--- src/rtl/led_ctrl_if.sv ---
// Register write port into the LED controller: single-beat valid/ready writes.
// The master holds valid/addr/data until ready; the slave accepts on valid & ready.
interface led_ctrl_if;
    logic       wr_valid;
    logic       wr_ready;
    logic [1:0] wr_addr;
    logic [7:0] wr_data;

    modport master (
        output wr_valid,
        output wr_addr,
        output wr_data,
        input  wr_ready
    );

    modport slave (
        input  wr_valid,
        input  wr_addr,
        input  wr_data,
        output wr_ready
    );
endinterface

--- src/rtl/led_ctrl.sv ---
// LED bank owner: shows CONFIG_ID for a boot window, then CPU-driven static/blink/ID modes.
// led_o is registered (a write shows one edge after acceptance); writes stall (ready=0) during boot only.
module led_ctrl #(
    parameter logic [31:0] CONFIG_ID   = 32'h0000_002A,
    parameter int unsigned BOOT_CYCLES = 1024,
    parameter int unsigned PRESCALE_W  = 16
) (
    input  logic            clk_i,
    input  logic            rst_ni,
    led_ctrl_if.slave       wr,
    output logic [6:0]      led_o,
    output logic            boot_o
);

    localparam int unsigned CNT_W = (BOOT_CYCLES > 1) ? $clog2(BOOT_CYCLES) : 1;
    localparam logic [CNT_W-1:0] BOOT_LAST = CNT_W'(BOOT_CYCLES - 1);

    localparam logic [0:0] ST_BOOT = 1'b0;
    localparam logic [0:0] ST_RUN  = 1'b1;

    localparam logic [1:0] MODE_STATIC = 2'd0;
    localparam logic [1:0] MODE_BLINK  = 2'd1;
    localparam logic [1:0] MODE_CFGID  = 2'd2;

    logic [0:0]            state;
    logic [CNT_W-1:0]      boot_cnt;
    logic [6:0]            led_val;
    logic [1:0]            mode;
    logic [PRESCALE_W-1:0] period;
    logic [PRESCALE_W-1:0] presc;
    logic                  phase;
    logic                  wr_fire;
    logic                  blink_run;
    logic [6:0]            led_nxt;

    assign boot_o      = (state == ST_BOOT);
    assign wr.wr_ready = (state == ST_RUN);
    assign wr_fire     = wr.wr_valid && wr.wr_ready;
    assign blink_run   = (state == ST_RUN) && (mode == MODE_BLINK);

    // Mode 3 is reserved and falls through to the static source.
    always_comb begin
        led_nxt = led_val;
        if (state == ST_BOOT || mode == MODE_CFGID) begin
            led_nxt = CONFIG_ID[6:0];
        end else if (mode == MODE_BLINK) begin
            led_nxt = phase ? led_val : 7'b0;
        end
    end

    always_ff @(posedge clk_i or negedge rst_ni) begin
        if (!rst_ni) begin
            state    <= ST_BOOT;
            boot_cnt <= '0;
            led_val  <= '0;
            mode     <= MODE_STATIC;
            period   <= '1;
            presc    <= '1;
            phase    <= 1'b1;
            led_o    <= '0;
        end else begin
            if (state == ST_BOOT) begin
                boot_cnt <= boot_cnt + 1'b1;
                if (boot_cnt == BOOT_LAST) begin
                    state <= ST_RUN;
                end
            end

            if (blink_run) begin
                if (presc == '0) begin
                    presc <= period;
                    phase <= ~phase;
                end else begin
                    presc <= presc - 1'b1;
                end
            end

            // Register writes override the prescaler update above; a period write
            // landing on the wrap edge still lets the phase toggle through.
            if (wr_fire) begin
                case (wr.wr_addr)
                    2'd0: led_val <= wr.wr_data[6:0];
                    2'd1: begin
                        mode <= wr.wr_data[1:0];
                        if (wr.wr_data[1:0] == MODE_BLINK) begin
                            phase <= 1'b1;
                            presc <= period;
                        end
                    end
                    2'd2: begin
                        period[7:0] <= wr.wr_data;
                        presc       <= {period[15:8], wr.wr_data};
                    end
                    default: begin
                        period[15:8] <= wr.wr_data;
                        presc        <= {wr.wr_data, period[7:0]};
                    end
                endcase
            end

            led_o <= led_nxt;
        end
    end

endmodule
--- src/flat_wrapper.sv ---
// flat-port wrapper written by rule: the top's interface ports become plain ports
module led_ctrl_flat 
#(
    parameter logic [31:0] CONFIG_ID   = 32'h0000_002A,
    parameter int unsigned BOOT_CYCLES = 1024,
    parameter int unsigned PRESCALE_W  = 16
)
  (clk_i, rst_ni, led_o, boot_o, wr_wr_valid, wr_wr_addr, wr_wr_data, wr_wr_ready);
  led_ctrl_if wr_i ();
  input  logic clk_i;
  input  logic rst_ni;
  output logic [6:0] led_o;
  output logic boot_o;
  input wire logic [$bits(wr_i.wr_valid)-1:0] wr_wr_valid;
  input wire logic [$bits(wr_i.wr_addr)-1:0] wr_wr_addr;
  input wire logic [$bits(wr_i.wr_data)-1:0] wr_wr_data;
  output wire logic [$bits(wr_i.wr_ready)-1:0] wr_wr_ready;
  assign wr_i.wr_valid = wr_wr_valid;
  assign wr_i.wr_addr = wr_wr_addr;
  assign wr_i.wr_data = wr_wr_data;
  assign wr_wr_ready = wr_i.wr_ready;
  led_ctrl #(.CONFIG_ID(CONFIG_ID), .BOOT_CYCLES(BOOT_CYCLES), .PRESCALE_W(PRESCALE_W)) u_core (.clk_i(clk_i), .rst_ni(rst_ni), .wr(wr_i), .led_o(led_o), .boot_o(boot_o));
endmodule
--- config.mk ---
export PLATFORM = sky130hd
export DESIGN_NAME = led_ctrl_flat
export DESIGN_NICKNAME = d
export VERILOG_FILES = /design/src/rtl/led_ctrl_if.sv /design/src/rtl/led_ctrl.sv /design/src/flat_wrapper.sv
export SDC_FILE = /design/constraint.sdc
export NUM_CORES = 1
export LEC_CHECK = 0
export ABC_AREA = 1
export CORE_MARGIN = 2
export CORE_UTILIZATION = 55
export CTS_BUF_LIST = sky130_fd_sc_hd__clkbuf_16
export DETAILED_ROUTE_END_ITERATION = 8
export HOLD_SLACK_MARGIN = 0.12
export PLACE_DENSITY = 0.73
export SYNTH_ARGS = -nofsm -noshare
export SYNTH_HDL_FRONTEND = slang
export SYNTH_SLANG_ARGS = --single-unit
--- constraint.sdc ---
create_clock -name clk_i -period 4.35 [get_ports clk_i]
set_input_delay 0.435 -clock clk_i [delete_from_list [all_inputs] [get_ports clk_i]]
set_output_delay 0.435 -clock clk_i [all_outputs]
set_load 0.03 [all_outputs]
Yosys cells after proc, flatten, opt, wreduce, memory -nomap -nowiden --
Cells that the tools add are included.
Storage, ports and cells: bits in registers 60, latch bits 0, memories kept 0, ROM bits 0, word-level logic and storage cells 45, bits in writable memories 0
Operators by class: bitwise gates (word level) 3, div/mod/pow operators 0, magnitude comparators 0, $mul 0, equality and inequality tests 6, mux-type cells 15, $add $sub $neg 2, reductions and logical operators 10, shift-type cells 0
Operators by type and width (count):
- 2-to-1 mux 16 bit | 4
- case mux 16 bit (3 select lines) | 1
- 2-to-1 mux 7 bit | 3
- zero test 16 bit | 1
- subtractor 16 x 1 -> 16 bit (second input constant) | 1
- adder 10 x 1 -> 10 bit (second input constant) | 1
- == test 10 bit (second input constant) | 1
- AND reduction 2 bit | 4
- 2-to-1 mux 1 bit | 7
- == test 2 x 1 -> 1 bit (second input constant) | 3
- == test 2 bit (second input constant) | 2
- inverter 1 bit | 3
- OR reduction 3 bit | 1
- logical AND 1 bit | 2
- zero test 2 bit | 1
- logical OR 1 bit | 1

Longest topological paths before layout --
depth in word-level cells 6, gate-level depth with buffers 10

Worst setup path before layout --
Ideal clock, no wire load.
path kind flip-flop to flip-flop, from register u_core.state (netlist: u_core.wr.wr_ready), to register u_core.boot_cnt[9], arrival time 1.610 ns, clock period less this slack 1.729 ns, setup time 0.118 ns, cell stages (with the launch flop) 9, slack 2.621 ns, path through dfrtp_1 > buf_4 > clkinv_1 > nand4_1 > inv_1 > nand4_1 > nor2_1 > xnor2_1 > inv_1
RTL lines:
- start: declaration | line led_ctrl.sv:25 | logic [0:0] state;
- start signal: assignment | line led_ctrl.sv:53 | state <= ST_BOOT;
- start signal: assignment | line led_ctrl.sv:65 | state <= ST_RUN;
- end signal: assignment | line led_ctrl.sv:63 | boot_cnt <= boot_cnt + 1'b1;
- end: declaration | line led_ctrl.sv:26 | logic [CNT_W-1:0] boot_cnt;

Final worst setup path --
from input port wr_wr_addr[1], to register u_core.presc[9]
On the way: longest elaborated chain between the ends 3
RTL lines:
- start: declaration | line flat_wrapper.sv:15 | input wire logic [$bits(wr_i.wr_addr)-1:0] wr_wr_addr;
- == test 2 bit (tied with other cells) | line led_ctrl.sv:81 | case (wr.wr_addr)
- case mux 16 bit (3 select lines) * | line led_ctrl.sv:81
- 2-to-1 mux 16 bit * | line led_ctrl.sv:80 | if (wr_fire) begin
- end signal: assignment | line led_ctrl.sv:87 | presc <= period;
- end signal: assignment | line led_ctrl.sv:92 | presc <= {period[15:8], wr.wr_data};
- end signal: assignment | line led_ctrl.sv:96 | presc <= {wr.wr_data, period[7:0]};
- end: declaration | line led_ctrl.sv:30 | logic [PRESCALE_W-1:0] presc;
Mark *: on every way between the ends. The rest lies on a longest branch, timed or not. A chain may end at the register's enable or synchronous reset.

==> key figures <==
Run
  – # Max-Cap Violations: 0

Cells and area
  – Proportion of layout cells with a drive suffix above 1: 14.2%
  – Fin cells: 553
  – Ant diodes: 0
  – Final instance area: 4030 µm²
  – Post-layout util: 66.8%
  – Final #Nets: 488
  – Area Overhead vs Synth: 15.7%
  – Layout fillers: 520

Clock network
  – Post-cts repair resize count: 0
  – Clock tree from TritonCTS: built
  – Worst-path clk slew: 50 ps
  – Htree depth: 3
  – Clock Latency Late Sink: 330 ps
  – TritonCTS buffer count: 9
  – Hold_buf cts: 0
  – Clock buffer depth: 2
  – Setup bufs post-CTS: 0
  – CTS Sinks: 60
  – Root buf cell: clkbuf_16

Power and ir drop
  – Switching share of power: 20.7%
  – Logic pwr share: 3.5%
  – Int Pwr: 1.07 mW
  – P_sw: 278 µW
  – Peak supply drop: 0.262 mV
  – Clock share of power: 54.9%
  – LEAKAGE: 1.95 nW
  – Sequential power share: 41.6%
  – Power Density: 335 nW/µm²

Yosys
  – Netlist cell types: 38
  – Syn_nets: 468
  – Mapped Area: 3480 µm²
  – Register area share after synthesis: 44.4%
  – Post-synthesis instance total: 453
  – Yosys reg bits: 60
  – Syn Area/Cell: 7.68 µm²
  – Yosys warnings: 0

Floorplanning
  – Die ar.: 6980 µm²
  – Die height: 83.5 µm
  – # rows: 28
  – Initial core utilization: 57.7%
  – Floorplan core area: 6030 µm²
  – # IOs: 22
  – Chip width: 83.5 µm

Timing
  – Fin. max-slew vios: 0
  – Final setup fails: 0
  – Slew HR: 18.8%
  – Post-layout min period: 2400 ps
  – Fmax: 416 MHz
  – Layout Skew: 5.59 ps
  – Final hold vios: 0
  – Unrepaired setup endpoints after global routing: no
  – Setup ws final: 1950 ps
  – Fin crit share: 55.2%
  – Setup_tns: 0 ps
  – Slew at the pin closest to its max-slew limit: 1220 ps

Setup path
  – CP startpoint kind: input pin
  – CP Cell Sequence: clkdlybuf4s50_1 > a21oi_2 > nor2_2 > nand2_1 > o21ai_0 > inv_1 > nand2_1
  – Critical path fanouts, max: 32
  – CP required: 4630 ps
  – Crit. End Element: flop
  – Cell mode on critical path: nand2_1
  – Top delay family on crit path: simple AND/OR/NAND/NOR gates
  – CP max stage delay: 960 ps
  – WS Path Type: in2reg
  – Buf/Inv on CP: 2
  – Worst EP arrival: 2680 ps
  – Highest-delay cell along the critical path: nor2_2

Placed design
  – RePlAce Congestion: 0.896
  – Placed cell area: 3720 µm²
  – Pre-CTS WS: 1700 ps
  – DP HPWL: 5700 µm
  – PortBufs: 21
  – DP Cell Count: 537

GRT
  – Vias in the first global route: 2994
  – GR Util All Layers: 26.5%
  – Initial antenna violation count: 0
  – First-pass GRT wire length: 14600 µm
  – Overflow after GRT: 0
  – Pin count of the biggest net entering global routing: 61

Route
  – DRT iter0 DRCs: 370
  – Post-Route WL: 8540 µm
  – DR vias/cell: 5.73
  – WL/cell: 15.4 µm
  – Router iterations before antenna repair: 6
  – DRC: 0
  – Vias after detailed routing: 3170
  – ANT nets after route: 0

Outcome
  – Status: finished clean

Min path
  – Hold Crit Class: in2async
[layout make-up]
cell class / count / area (µm²) / area share [%]
Multi-Input combinational cell: 314 / 1620 / 40.1
Sequential cell: 60 / 1540 / 38.3
Inverter: 65 / 244 / 6.06
Clock buffer: 9 / 225 / 5.60
Timing Repair Buffer: 23 / 220 / 5.47
Tap cell: 75 / 93.8 / 2.33
Clock inverter: 7 / 83.8 / 2.08
[worst reg2reg max path: cells and delay by family (launching register included)]
family | cells | cell delay, ps
flip-flops | 1 | 500
buffers and inverters | 1 | 60
AO/OA/AOI/OAI | 2 | 240
AND/OR/NAND/NOR | 4 | 1380
[cell usage after synthesis (all sizes together)]
cell type / number / area (µm²)
a21oi: 5 / 28.8
a221oi: 8 / 70.1
o211ai: 3 / 32.5
dfstp: 33 / 867
nand3b: 1 / 7.51
clkinv: 1 / 3.75
buf: 10 / 63.8
nand2: 124 / 485
a22oi: 8 / 60.1
clkbuf: 4 / 15.0
xor2: 9 / 78.8
nand4: 8 / 56.3
inv: 64 / 240
o22ai: 4 / 25.0
o21ai: 62 / 310
nor3b: 1 / 7.51
ha: 2 / 25.0
xnor2: 5 / 43.8
nor3: 1 / 16.3
nand3: 32 / 165
dfrtp: 27 / 676
nor2: 36 / 168
a31oi: 2 / 12.5
o21bai: 1 / 7.51
and3: 1 / 6.26
or2: 1 / 6.26
[flip-flops by register name (all words and copies together), names as in the netlist]
name / cells
u_core.wr.wr_ready: 1
u_core.led_o: 7
u_core.boot_cnt: 10
u_core.period: 16
u_core.presc: 16
u_core.led_val: 7
u_core.mode: 2
u_core.phase: 1
[power by group through the flow]
stage	clock network (mW)	logic [mW]	registers, mW
after global placement	0	0.0455	0.569
after floorplan	0	0.0145	0.569
after detailed placement	0	0.0459	0.569
after CTS	0.744	0.0463	0.560
final	0.739	0.0467	0.560
after global routing	0.772	0.0516	0.560
[kinds of logic after synthesis]
| logic type | synth area share, % |
|---|---|
| AND/OR/NAND/NOR | 26.4 |
| adder cells (fa/ha/maj) | 0.719 |
| buffers and inverters | 9.28 |
| XOR/XNOR | 3.53 |
| flip-flops | 44.4 |
| AO/OA/AOI/OAI | 15.7 |
[cell usage in the layout, fill, tap and decap left out, types with 2 or more instances in the layout]
master	count
nand2_1	120
inv_1	65
o21ai_0	61
dfstp_2	33
nand3_1	31
nor2_1	28
dfrtp_1	27
clkdlybuf4s50_1	20
xor2_1	9
clkbuf_16	9
a221oi_1	8
a22oi_1	8
nand4_1	7
nor2_2	5
xnor2_1	5
a21oi_1	4
o22ai_1	4
clkinv_1	3
nor2_4	3
nand2_2	2
nand2_4	2
a31oi_1	2
o211ai_2	2
ha_1	2
bufinv_16	2
buf_4	2
[worst paths after layout]
path | start | slack (ps) | to | cells past startpoint
hold / removal | rst_ni | 250 | u_core.boot_cnt[3] | 2
setup / recovery | wr_wr_addr[1] | 1950 | u_core.presc[9] | 7
min in group clk_i | u_core.boot_cnt[4] | 480 | u_core.boot_cnt[4] | 1
hold reg to reg | u_core.boot_cnt[4] | 480 | u_core.boot_cnt[4] | 1
max in group asynchronous | rst_ni | 3600 | u_core.led_val[2] | 2
setup reg to reg | u_core.wr.wr_ready | 2120 | u_core.presc[9] | 7
[stage by stage]
step | power (mW) | hold slack (ps)
2_1_floorplan | 0.583 | 139
3_3_place_gp | 0.614 | 463
3_5_place_dp | 0.615 | 467
4_1_cts | 1.35 | 277
5_1_grt | 1.38 | 329
6_report | 1.35 | 250
[layer usage]
metal / part of all wire (%) / wire (µm) / track usage [%]
met5: 0 / 0 / 0
met4: 2.1 / 179 / 14.4
met3: 5.8 / 495 / 4.35
met2: 47 / 3970 / 40.4
met1: 46 / 3890 / 36.4
Note: power is estimated with default switching activity, not from simulation.
